## config.mk

```make
export PLATFORM = sky130hd
export DESIGN_NAME = dcache_frame_reader
export DESIGN_NICKNAME = d
export VERILOG_FILES = /design/src/rtl/dcache_frame_reader.sv
export SDC_FILE = /design/constraint.sdc
export NUM_CORES = 1
export LEC_CHECK = 0
export CORE_MARGIN = 1
export CORE_UTILIZATION = 48
export CTS_CLUSTER_DIAMETER = 120
export DETAILED_ROUTE_END_ITERATION = 12
export GPL_ROUTABILITY_DRIVEN = 0
export PLACE_DENSITY = 0.86
export RECOVER_POWER = 100
export SYNTH_ARGS = -nofsm -noshare
export SYNTH_HDL_FRONTEND = slang
export SYNTH_SLANG_ARGS = --single-unit
```

## constraint.sdc

```tcl
create_clock -name clk -period 9.74 [get_ports clk]
set_input_delay 0.974 -clock clk [delete_from_list [all_inputs] [get_ports clk]]
set_output_delay 0.974 -clock clk [all_outputs]
set_load 0.03 [all_outputs]
```

## src/rtl/dcache_frame_reader.sv

```systemverilog
// rtl/dcache_frame_reader.sv - reads a frame back from DDR line by line and streams its low bytes
// Optional: FRAME_READ_CHECK_EN enables the zero check on the upper 24 bits of every word.
module dcache_frame_reader #(
  parameter int          NUM_LINES = 38400,
  parameter logic [27:0] BASE_ADDR = 28'h0000000,
  parameter int          ADDR_STEP = 8
) (
  input  logic         clk,
  input  logic         rst,
  input  logic         start,
  output logic [27:0]  mem_data_addr1,
  output logic         mem_rw_data1,
  output logic         mem_valid_data1,
  input  logic         mem_ready_data1,
  input  logic [255:0] mem_data_rd1,
  output logic [7:0]   pix_data,
  output logic         pix_valid,
  input  logic         pix_ready,
  output logic         busy,
  output logic         done,
  output logic         err_flag,
  output logic [15:0]  err_cnt
);
  localparam logic [15:0] N_LINES   = 16'(NUM_LINES);
  localparam logic [15:0] LAST_LINE = 16'(NUM_LINES - 1);
  localparam logic [27:0] STEP      = 28'(ADDR_STEP);

  typedef enum logic [1:0] {S_IDLE, S_RUN, S_FINISH} state_t;
  state_t state, state_nxt;

  logic [255:0] line_buf [2];
  logic         wr_ptr, rd_ptr;
  logic [1:0]   occ;
  logic [15:0]  lines_req, lines_out;
  logic [2:0]   byte_idx;
  logic         capture, pix_fire, release_line, last_fire;
  logic         frame_start, launch_run, launch;

  assign capture      = mem_valid_data1 & mem_ready_data1;
  assign pix_valid    = (occ != 2'd0);
  assign pix_data     = pix_valid ? line_buf[rd_ptr][{byte_idx, 5'd0} +: 8] : 8'h00;
  assign pix_fire     = pix_valid & pix_ready;
  assign release_line = pix_fire & (byte_idx == 3'd7);
  assign last_fire    = release_line & (lines_out == LAST_LINE);
  assign mem_rw_data1 = 1'b0;

  // One request in flight at most; buffered plus outstanding lines never exceed two.
  assign frame_start = (state == S_IDLE) & start;
  assign launch_run  = (state == S_RUN) & ~mem_valid_data1 & (lines_req < N_LINES) & (occ < 2'd2);
  assign launch      = launch_run | (frame_start & (N_LINES != 16'd0));

  always_comb begin
    state_nxt = state;
    busy      = 1'b0;
    done      = 1'b0;
    case (state)
      S_IDLE: begin
        if (start) state_nxt = (N_LINES == 16'd0) ? S_FINISH : S_RUN;
      end
      S_RUN: begin
        busy = 1'b1;
        if (last_fire) state_nxt = S_FINISH;
      end
      S_FINISH: begin
        busy      = 1'b1;
        done      = 1'b1;
        state_nxt = S_IDLE;
      end
      default: state_nxt = S_IDLE;
    endcase
  end

  always_ff @(posedge clk) begin
    if (rst) begin
      state           <= S_IDLE;
      mem_valid_data1 <= 1'b0;
      mem_data_addr1  <= BASE_ADDR;
      wr_ptr          <= 1'b0;
      rd_ptr          <= 1'b0;
      occ             <= 2'd0;
      lines_req       <= 16'd0;
      lines_out       <= 16'd0;
      byte_idx        <= 3'd0;
    end else begin
      state <= state_nxt;
      if (launch) mem_valid_data1 <= 1'b1;
      else if (capture) mem_valid_data1 <= 1'b0;
      if (frame_start) begin
        mem_data_addr1 <= BASE_ADDR;
        lines_req      <= (N_LINES != 16'd0) ? 16'd1 : 16'd0;
        lines_out      <= 16'd0;
        byte_idx       <= 3'd0;
      end else begin
        if (launch_run) lines_req <= lines_req + 16'd1;
        if (capture) begin
          mem_data_addr1 <= mem_data_addr1 + STEP;
          wr_ptr         <= ~wr_ptr;
        end
        if (pix_fire) byte_idx <= byte_idx + 3'd1;
        if (release_line) begin
          rd_ptr    <= ~rd_ptr;
          lines_out <= lines_out + 16'd1;
        end
        case ({capture, release_line})
          2'b10:   occ <= occ + 2'd1;
          2'b01:   occ <= occ - 2'd1;
          default: occ <= occ;
        endcase
      end
    end
  end

  always_ff @(posedge clk) begin
    if (capture) line_buf[wr_ptr] <= mem_data_rd1;
  end

`ifdef FRAME_READ_CHECK_EN
  logic line_bad;

  always_comb begin
    line_bad = 1'b0;
    for (int k = 0; k < 8; k++) begin
      if (mem_data_rd1[32*k+8 +: 24] != 24'd0) line_bad = 1'b1;
    end
  end

  always_ff @(posedge clk) begin
    if (rst) begin
      err_flag <= 1'b0;
      err_cnt  <= 16'd0;
    end else if (capture && line_bad) begin
      err_flag <= 1'b1;
      if (err_cnt != 16'hFFFF) err_cnt <= err_cnt + 16'd1;
    end
  end
`else
  assign err_flag = 1'b0;
  assign err_cnt  = 16'd0;
`endif

endmodule
```

# After elaboration in Yosys (flattened, before gate mapping)

Memory sizes are Yosys's and may differ from the RTL's. A register that Yosys moved wholly into a read port is not among the register bits.
Cells that the tools add are included.

Bits in registers: 70
RAM bits: 512
Input port bits: 261
Output and inout port bits: 58
Word-level logic and storage cells: 67
Memories kept: 1

Add/subtract/negate cells: 6
Magnitude comparators: 2
Eq/ne operators: 8
Shift operators: 1
Muxes and demuxes: 15
Bitwise gates (word level): 13
Reductions and logical operators: 11

Memory list:

| memory   | depth | bits a word | rd ports | clocked after Yosys merged registers in | wr ports | line | RTL |
|---|---|---|---|---|---|---|---|
| line_buf | 2     | 256         | 1        | 1                                       | 1        | 31   | `logic [255:0] line_buf [2];` |

Operators by type and width:

| cell                    | count |
|---|---|
| $shiftx A256 B9 Y8      | 1 |
| $add A16 B1 Y16 const B | 2 |
| $add A28 B4 Y28 const B | 1 |
| $eq A16 B16 Y1 const B  | 1 |
| $lt A16 B16 Y1 const B  | 1 |
| $mux W1                 | 10 |
| $and A1 B1 Y1           | 8 |
| $mux W8                 | 1 |
| $pmux W2 S2             | 2 |
| $reduce_and A2 Y1       | 4 |
| $reduce_bool A2 Y1      | 4 |
| $eq A2 B1 Y1 const B    | 2 |
| $eq A2 B2 Y1 const B    | 2 |
| $mux W2                 | 2 |
| $ne A2 B2 Y1 const B    | 2 |
| $not A1 Y1              | 4 |
| $reduce_or A2 Y1        | 2 |
| $add A3 B1 Y3 const B   | 1 |
| $eq A3 B3 Y1 const B    | 1 |
| $add A2 B1 Y2 const B   | 1 |
| $logic_not A2 Y1        | 1 |
| $lt A2 B2 Y1 const B    | 1 |
| $sub A2 B1 Y2 const B   | 1 |
| $or A1 B1 Y1            | 1 |

# Logic depth before layout (Yosys ltp)

Gate-level depths: netlist of run 1.

Depth after elaboration: 6
Mapped depth: 10
Mapped depth without buffers: 9

# Worst setup path before layout of run 1

No wires, ideal clock.

Kind: input-to-reg
Start: input port mem_ready_data1
End: memory line_buf[0][0] (enable)
Setup time: 487 ps
Data arrival time: 3809 ps
Required time: 9253 ps
Slack: 5445 ps
Stages: 2
Buffers on the path: 0
Cells stage by stage: nand2_1 nor2_1

Cells in the longest elaborated chain, start to end: 3

Ends and longest elaborated chain:

| what                          | line | RTL |
|---|---|---|
| start: declaration            | 14   | `input logic mem_ready_data1,` |
| $and A1 B1 Y1                 | 39   | `assign capture = mem_valid_data1 & mem_ready_data1;` |
| $mux W1                       | 114  | `if (capture) line_buf[wr_ptr] <= mem_data_rd1;` |
| $mux W1 (implied by the code) | 114  |  |
| end: declaration              | 31   |  |

No other way between the ends.

==> metrics.yaml, run 1 <==
outcome: "complete, but fails checks"
violations: "max-capacitance violations, max-slew violations"
p_per_area_mw_per_mm2: 184.0
synth_area_per_cell_um2: 13.00
synth_common_cells: "128 x edfxtp_1, 68 x dfxtp_1, 39 x nand2_1"
post-cts-setup-buffers: 0
hold_depth: 2
final.period_utilization: 0.6499
ys_ff_latch: 196
finalSetupViolCount: 0
critPathKind: "register to output port"
postRouteAntennaNets: 0
io_buffers: 105
synthDistinctLibCells: 50
layout_min_cycle_time_ns: 6.330
slew_headroom: -1.451
synth_top_area_share: 0.4564
synth_seq_area_share: 0.6180
path_clk_slew_ns: 0.07
cts_hold_buf: 0
fmax_mhz: 158.0
grt.overflow.total: 0
synth_most_common_cell: "edfxtp_1"
rrSetupSlack_ns: 5.73
finalHoldViolations: 0
required_ns: 8.77
end_kind: "output port"
maxCapViolCount: 4
core_area_mm2: 0.01724
start_util: 0.4886
p_leak_nw: 3.406
finalPower_mw: 1.871
rr_worst_depth: 7
post_cts_resize_count: 0
drtPass1Iterations: 5
cts.path.max_buffers: 2
utilization: 0.5898
viasPerCell: 5.596
final.setup_skew_ns: 0.007986
tightest_slew_ns: 3.677
grt_pass1_vias: 5399
die_y_um: 134.5
cts.sinks: 196
irDropWorstVdd_v: 0.0001277
grt_setup_unrepaired: "false"
synth_cells: 648
antenna_found_initial: 3
critPathLaunchType: "register"
dieArea_mm2: 0.01808
slew_viol_final: 236
instances_no_fill: 988
dp.cells: 955
grt_pass1_wl_um: 26480
synth_edf_count: 128
numCtsBuffers: 17
synthArstFlopShare: 0
grtUsageTotal: 0.1893
arrival_ns: 5.36
nets: 1021
wl_per_cell_um: 16.65
wirelength_um: 16450
crit_fanout: 50
hold_class: "register to register"
route.detailed.drc: 0
first_iter_violations: 396
ioPinCount: 319
ys_warn_count: 0
yosys.area.top_type: "edfxtp_1"
hpwlAfterDp_um: 10770
nFillCells: 1280
h-tree-depth: 4
whs_ns: 0.4718
die_w_um: 134.5
num_vias: 5529
fp-row-count: 48
root_buffer: "clkbuf_16"
synth_area_leaders: "edfxtp_1 46%, dfxtp_1 16%, mux4_2 5.1%"
fin_setup_tns_ns: 0
syn2layout_area_growth_pct: 20.71
cts_tree: "built"
ys.flop_type: "edfxtp_1"
clock_latency_ns: 0.43
grt_max_degree: 65
netlist_area_mm2: 0.008422
drive_gt1_frac: 0.07743
cell families (layout without fill, tap and decap cells):
| logic type | after synthesis | after routing | share of synthesized area |
|---|---|---|---|
| flip-flops | 196 | 196 | 0.6180 |
| other | 1 | 22 | 0.0004453 |
| adder cells (fa/ha/maj) | 11 | 11 | 0.01634 |
| multiplexers | 53 | 53 | 0.09122 |
| buffers and inverters | 66 | 160 | 0.04145 |
| AO/OA/AOI/OAI | 99 | 99 | 0.07815 |
| AND/OR/NAND/NOR | 196 | 196 | 0.1273 |
| XOR/XNOR | 26 | 26 | 0.02704 |
final cells by class:
type | instances | area [um2] | share of cell area
Clock buffer | 18 | 429.2 | 0.04222
Tap cell | 225 | 281.5 | 0.02769
Timing Repair Buffer | 111 | 1081 | 0.1063
Clock inverter | 14 | 157.7 | 0.01551
Antenna cell | 1 | 2.502 | 0.0002462
Multi-Input combinational cell | 406 | 2944 | 0.2896
Inverter | 17 | 63.81 | 0.006277
Sequential cell | 196 | 5206 | 0.5121
sequential cells by signal, indices dropped and copies added (netlist names), named ones only:
| signal | flops |
|---|---|
| lines_req | 16 |
| mem_valid_data1 | 1 |
| byte_idx | 3 |
| rd_ptr | 1 |
| state | 2 |
| line_buf | 128 |
| wr_ptr | 1 |
| lines_out | 16 |
| occ | 2 |
| mem_data_addr1 | 25 |
worst paths after layout:
check	start	end
hold / removal	mem_data_addr1[27]	mem_data_addr1[27]
hold reg to reg	mem_data_addr1[27]	mem_data_addr1[27]
setup reg to reg	byte_idx[0]	lines_out[15]
setup / recovery	register	pix_data[0]
through the flow:
step	worst slack (ns)	cell area [um2]
after floorplan	5.445	8497
after global placement	5.905	9602
after detailed placement	5.884	9602
after CTS	5.409	10190
after global routing	3.000	10170
final	3.410	10170
cells in the final DEF, fill, tap and decap left out, types with 16 or more instances in the layout:
cell type and n:
a21oi_1 34, mux2i_1 34, nand2b_1 16, clkbuf_16 17, inv_1 17, nand3_1 20, dfxtp_1 67, xnor2_1 16
mux4_2 19, nor2_1 35, o21ai_0 20, nand2_1 39, dlygate4sd3_1 102, conb_1 21, edfxtp_1 128
report_power, final:
part | internal, mW | switching [mW] | total, mW
Clock | 0.367 | 0.321 | 0.688
Combinational | 0.0821 | 0.138 | 0.220
Sequential | 0.942 | 0.0213 | 0.963
Total | 1.39 | 0.480 | 1.87
critical path, cell delays in order (launching register included):
cell and delay (ns):
dfxtp_2 0.31, clkbuf_1 2.47, mux4_2 0.73, nor2b_1 0.15, a41o_1 0.20, a221o_1 0.33
dlygate4sd3_1 0.71
layer usage:
layer	up-vias	global-route usage	wire [um]
li1	2624	-	-
met1	2708	0.2321	6747
met5	-	0	30
met4	4	0.06929	177
met2	171	0.3210	8528
met3	22	0.05180	965
Note: power is estimated with default switching activity, not from simulation.
==> inputs of run 2 (changes only) <==
--- a/config.mk
+++ b/config.mk
@@ -6,11 +6,11 @@
 export NUM_CORES = 1
 export LEC_CHECK = 0
 export CORE_MARGIN = 1
-export CORE_UTILIZATION = 48
+export CORE_UTILIZATION = 44
 export CTS_CLUSTER_DIAMETER = 120
 export DETAILED_ROUTE_END_ITERATION = 12
 export GPL_ROUTABILITY_DRIVEN = 0
-export PLACE_DENSITY = 0.86
+export PLACE_DENSITY = 0.8
 export RECOVER_POWER = 100
 export SYNTH_ARGS = -nofsm -noshare
 export SYNTH_HDL_FRONTEND = slang
==> constraint.sdc (replaced) <==
create_clock -name clk -period 6.62 [get_ports clk]
set_input_delay 0.662 -clock clk [delete_from_list [all_inputs] [get_ports clk]]
set_output_delay 0.662 -clock clk [all_outputs]
set_load 0.03 [all_outputs]
==> run 2 against run 1 <==
Net effect: non-clock buffer count is the same; sequential power rose by 47%; utilization is 4.4 points lower; largest power group unchanged; cell count is 0.91% higher; the run still ends with max-capacitance violations, max-slew violations left; wire length fell by 6.1%; clock power is 51% higher; worst hold slack worse by 0.0012 ns; critical path depth shrank 1; sequential cell count stayed put; cell area is 0.42% higher; sequential share of layout area is 0.21 points lower.
==> metrics.yaml, run 2 (synthesized netlist as in run 1, its figures left out) <==
die_w_um: 140.4  # +4.4%
utilization: 0.5458  # -0.04404
core_area_mm2: 0.01871  # +8.5%
p_int_mw: 2.026  # +46%
p_switching_mw: 0.7435  # +55%
maxCapViolCount: 3  # -1
syn2layout_area_growth_pct: 21.21
sw_frac_of_total: 0.2685  # +0.01195
antenna_found_initial: 3  # unchanged
combPwrFrac: 0.113  # -0.004
slew_viol_final: 171  # -28%
fin_area_mm2: 0.01021  # +0.42%
dp.cells: 964  # +0.94%
numCtsBuffers: 17  # unchanged
p_per_area_mw_per_mm2: 271.3  # +47%
mostFrequentLayoutCells: "128 x edfxtp_1, 103 x dlygate4sd3_1, 67 x dfxtp_1, 39 x nand2_1, 35 x nor2_1"
crit_fanout: 40  # -20%
regMostFlops: "line_buf"
grtUsageTotal: 0.1649  # -0.02440
root_buffer: "clkbuf_16"
crit_path_max_incr_delay_ns: 1.44  # -1.03 ns
cts_hold_buf: 0  # unchanged
violations: "max-capacitance violations, max-slew violations"
hpwlAfterDp_um: 10250  # -4.8%
cp_top_family: "flip-flops"
p_leak_nw: 3.426  # +0.59%
finalSetupViolCount: 0  # unchanged
arrival_ns: 3.76  # -1.60 ns
clock_latency_ns: 0.43  # about the same
wirelength_um: 15450  # -6.1%
postPlaceCellArea_mm2: 0.009612  # +0.10%
fmax_mhz: 226.1
critPathLaunchType: "register"
crit_chain: "mux4_2 > nor2b_1 > a41o_1 > a221o_1 > dlygate4sd3_1"
viasPerCell: 5.364  # -4.1%
tightest_slew_ns: 3.603  # -0.07324 ns
dieArea_mm2: 0.01970  # +9.0%
pwr-share-clk: 0.375  # +0.007
seqPwrFrac: 0.512  # -0.003
post_cts_resize_count: 0  # unchanged
irDropWorstVdd_v: 0.0001803  # +41%
cts_tree: "built"
cts.path.max_buffers: 2  # unchanged
slowest_stage: "dfxtp_1"
drtPass1Iterations: 5  # unchanged
io_buffers: 105  # unchanged
crit_buf_inv: 1  # -1
post-cts-setup-buffers: 0  # unchanged
outcome: "complete, but fails checks"
critPathKind: "register to output port"
fin_setup_tns_ns: 0  # unchanged
first_iter_violations: 299  # -24%
path_clk_slew_ns: 0.08  # about the same
die_y_um: 140.4  # +4.4%
finalHoldViolations: 0  # unchanged
final.setup_skew_ns: 0.009919  # +0.001933 ns
final.period_utilization: 0.6680
grt_setup_unrepaired: "false"
num_vias: 5348  # -3.3%
grt.overflow.total: 0  # unchanged
slew_headroom: -1.402  # +0.04882
required_ns: 5.96  # -2.81 ns
grt_max_degree: 65  # unchanged
cts.sinks: 196  # unchanged
wl_per_cell_um: 15.50  # -6.9%
nets: 1021  # unchanged
instances_no_fill: 997  # +0.91%
largestRegisters: "line_buf: 128 flops, mem_data_addr1: 25 flops"
hold_class: "register to register"
largest_reg_flops: 128  # unchanged
start_util: 0.4502  # -0.03837
drive_gt1_frac: 0.08005  # +0.002625
mostFrequentLayoutCell: "edfxtp_1"
end_kind: "output port"
fp-row-count: 50  # +4.2%
finalPower_mw: 2.769  # +48%
grt_pass1_vias: 5190  # -3.9%
grt_pass1_wl_um: 25270  # -4.5%
postRouteAntennaNets: 0  # unchanged
ioPinCount: 319  # unchanged
route.detailed.drc: 0  # unchanged
layout_min_cycle_time_ns: 4.422
h-tree-depth: 4  # unchanged
run 2: changes by cell type in the layout (fill, tap and decap cells not counted), sizes merged:
cell / delta
clkinv: +2
inv: +1
clkdlybuf4s50: -1
buf: +1
clkbuf: -2
clkinvlp: -1
dlygate4sd3: +1
bufinv: -1
run 2: power by group through the flow:
stage          sequential, mW  combinational, mW  clock [mW]
3_5_place_dp             1.44              0.329           0
6_report                 1.42              0.313        1.04
2_1_floorplan            1.44              0.219           0
3_3_place_gp             1.44              0.326           0
5_1_grt                  1.43              0.344        1.11
4_1_cts                  1.41              0.331        1.06
run 2: stage by stage:
step	hold slack (ns)	setup slack, ns
after detailed placement	0.4687	3.234
after global placement	0.4605	3.239
after CTS	0.4814	2.766
after global routing	0.5008	1.891
after floorplan	0.4403	2.604
final	0.4706	2.198
run 2: path summary, 6_finish.rpt:
check / cells past startpoint / slack [ns] / endpoint / start
worst max register to register: 3 / 2.64 / line_buf[0][3] / mem_valid_data1
worst max-delay path: 5 / 2.20 / pix_data[0] / byte_idx[0]
worst min register to register: 2 / 0.47 / mem_data_addr1[27] / mem_data_addr1[27]
worst min-delay path: 2 / 0.47 / mem_data_addr1[27] / mem_data_addr1[27]
run 2: tightest hold or removal path: cells and delay by family (launching register included):
family | cells | cell delay [ns]
DFF | 1 | 0.32
muxes | 1 | 0.05
and+or+nand+nor | 1 | 0.05
run 2: routing by layer:
metal	global-route usage	up-vias	part of all wire
li1	-	2624	-
met1	0.2027	2550	0.45
met4	0.06304	4	0.017
met2	0.2821	148	0.49
met3	0.03829	22	0.045
met5	0	-	0.0015
run 2: cell type report:
class | count | area (um2)
Multi-Input combinational cell | 406 | 2944
Sequential cell | 196 | 5206
Inverter | 17 | 63.81
Timing Repair Buffer | 111 | 1085
Tap cell | 234 | 292.8
Clock buffer | 17 | 425.4
Fill cell | 1532 | 8497
Clock inverter | 15 | 188.9
Antenna cell | 1 | 2.502
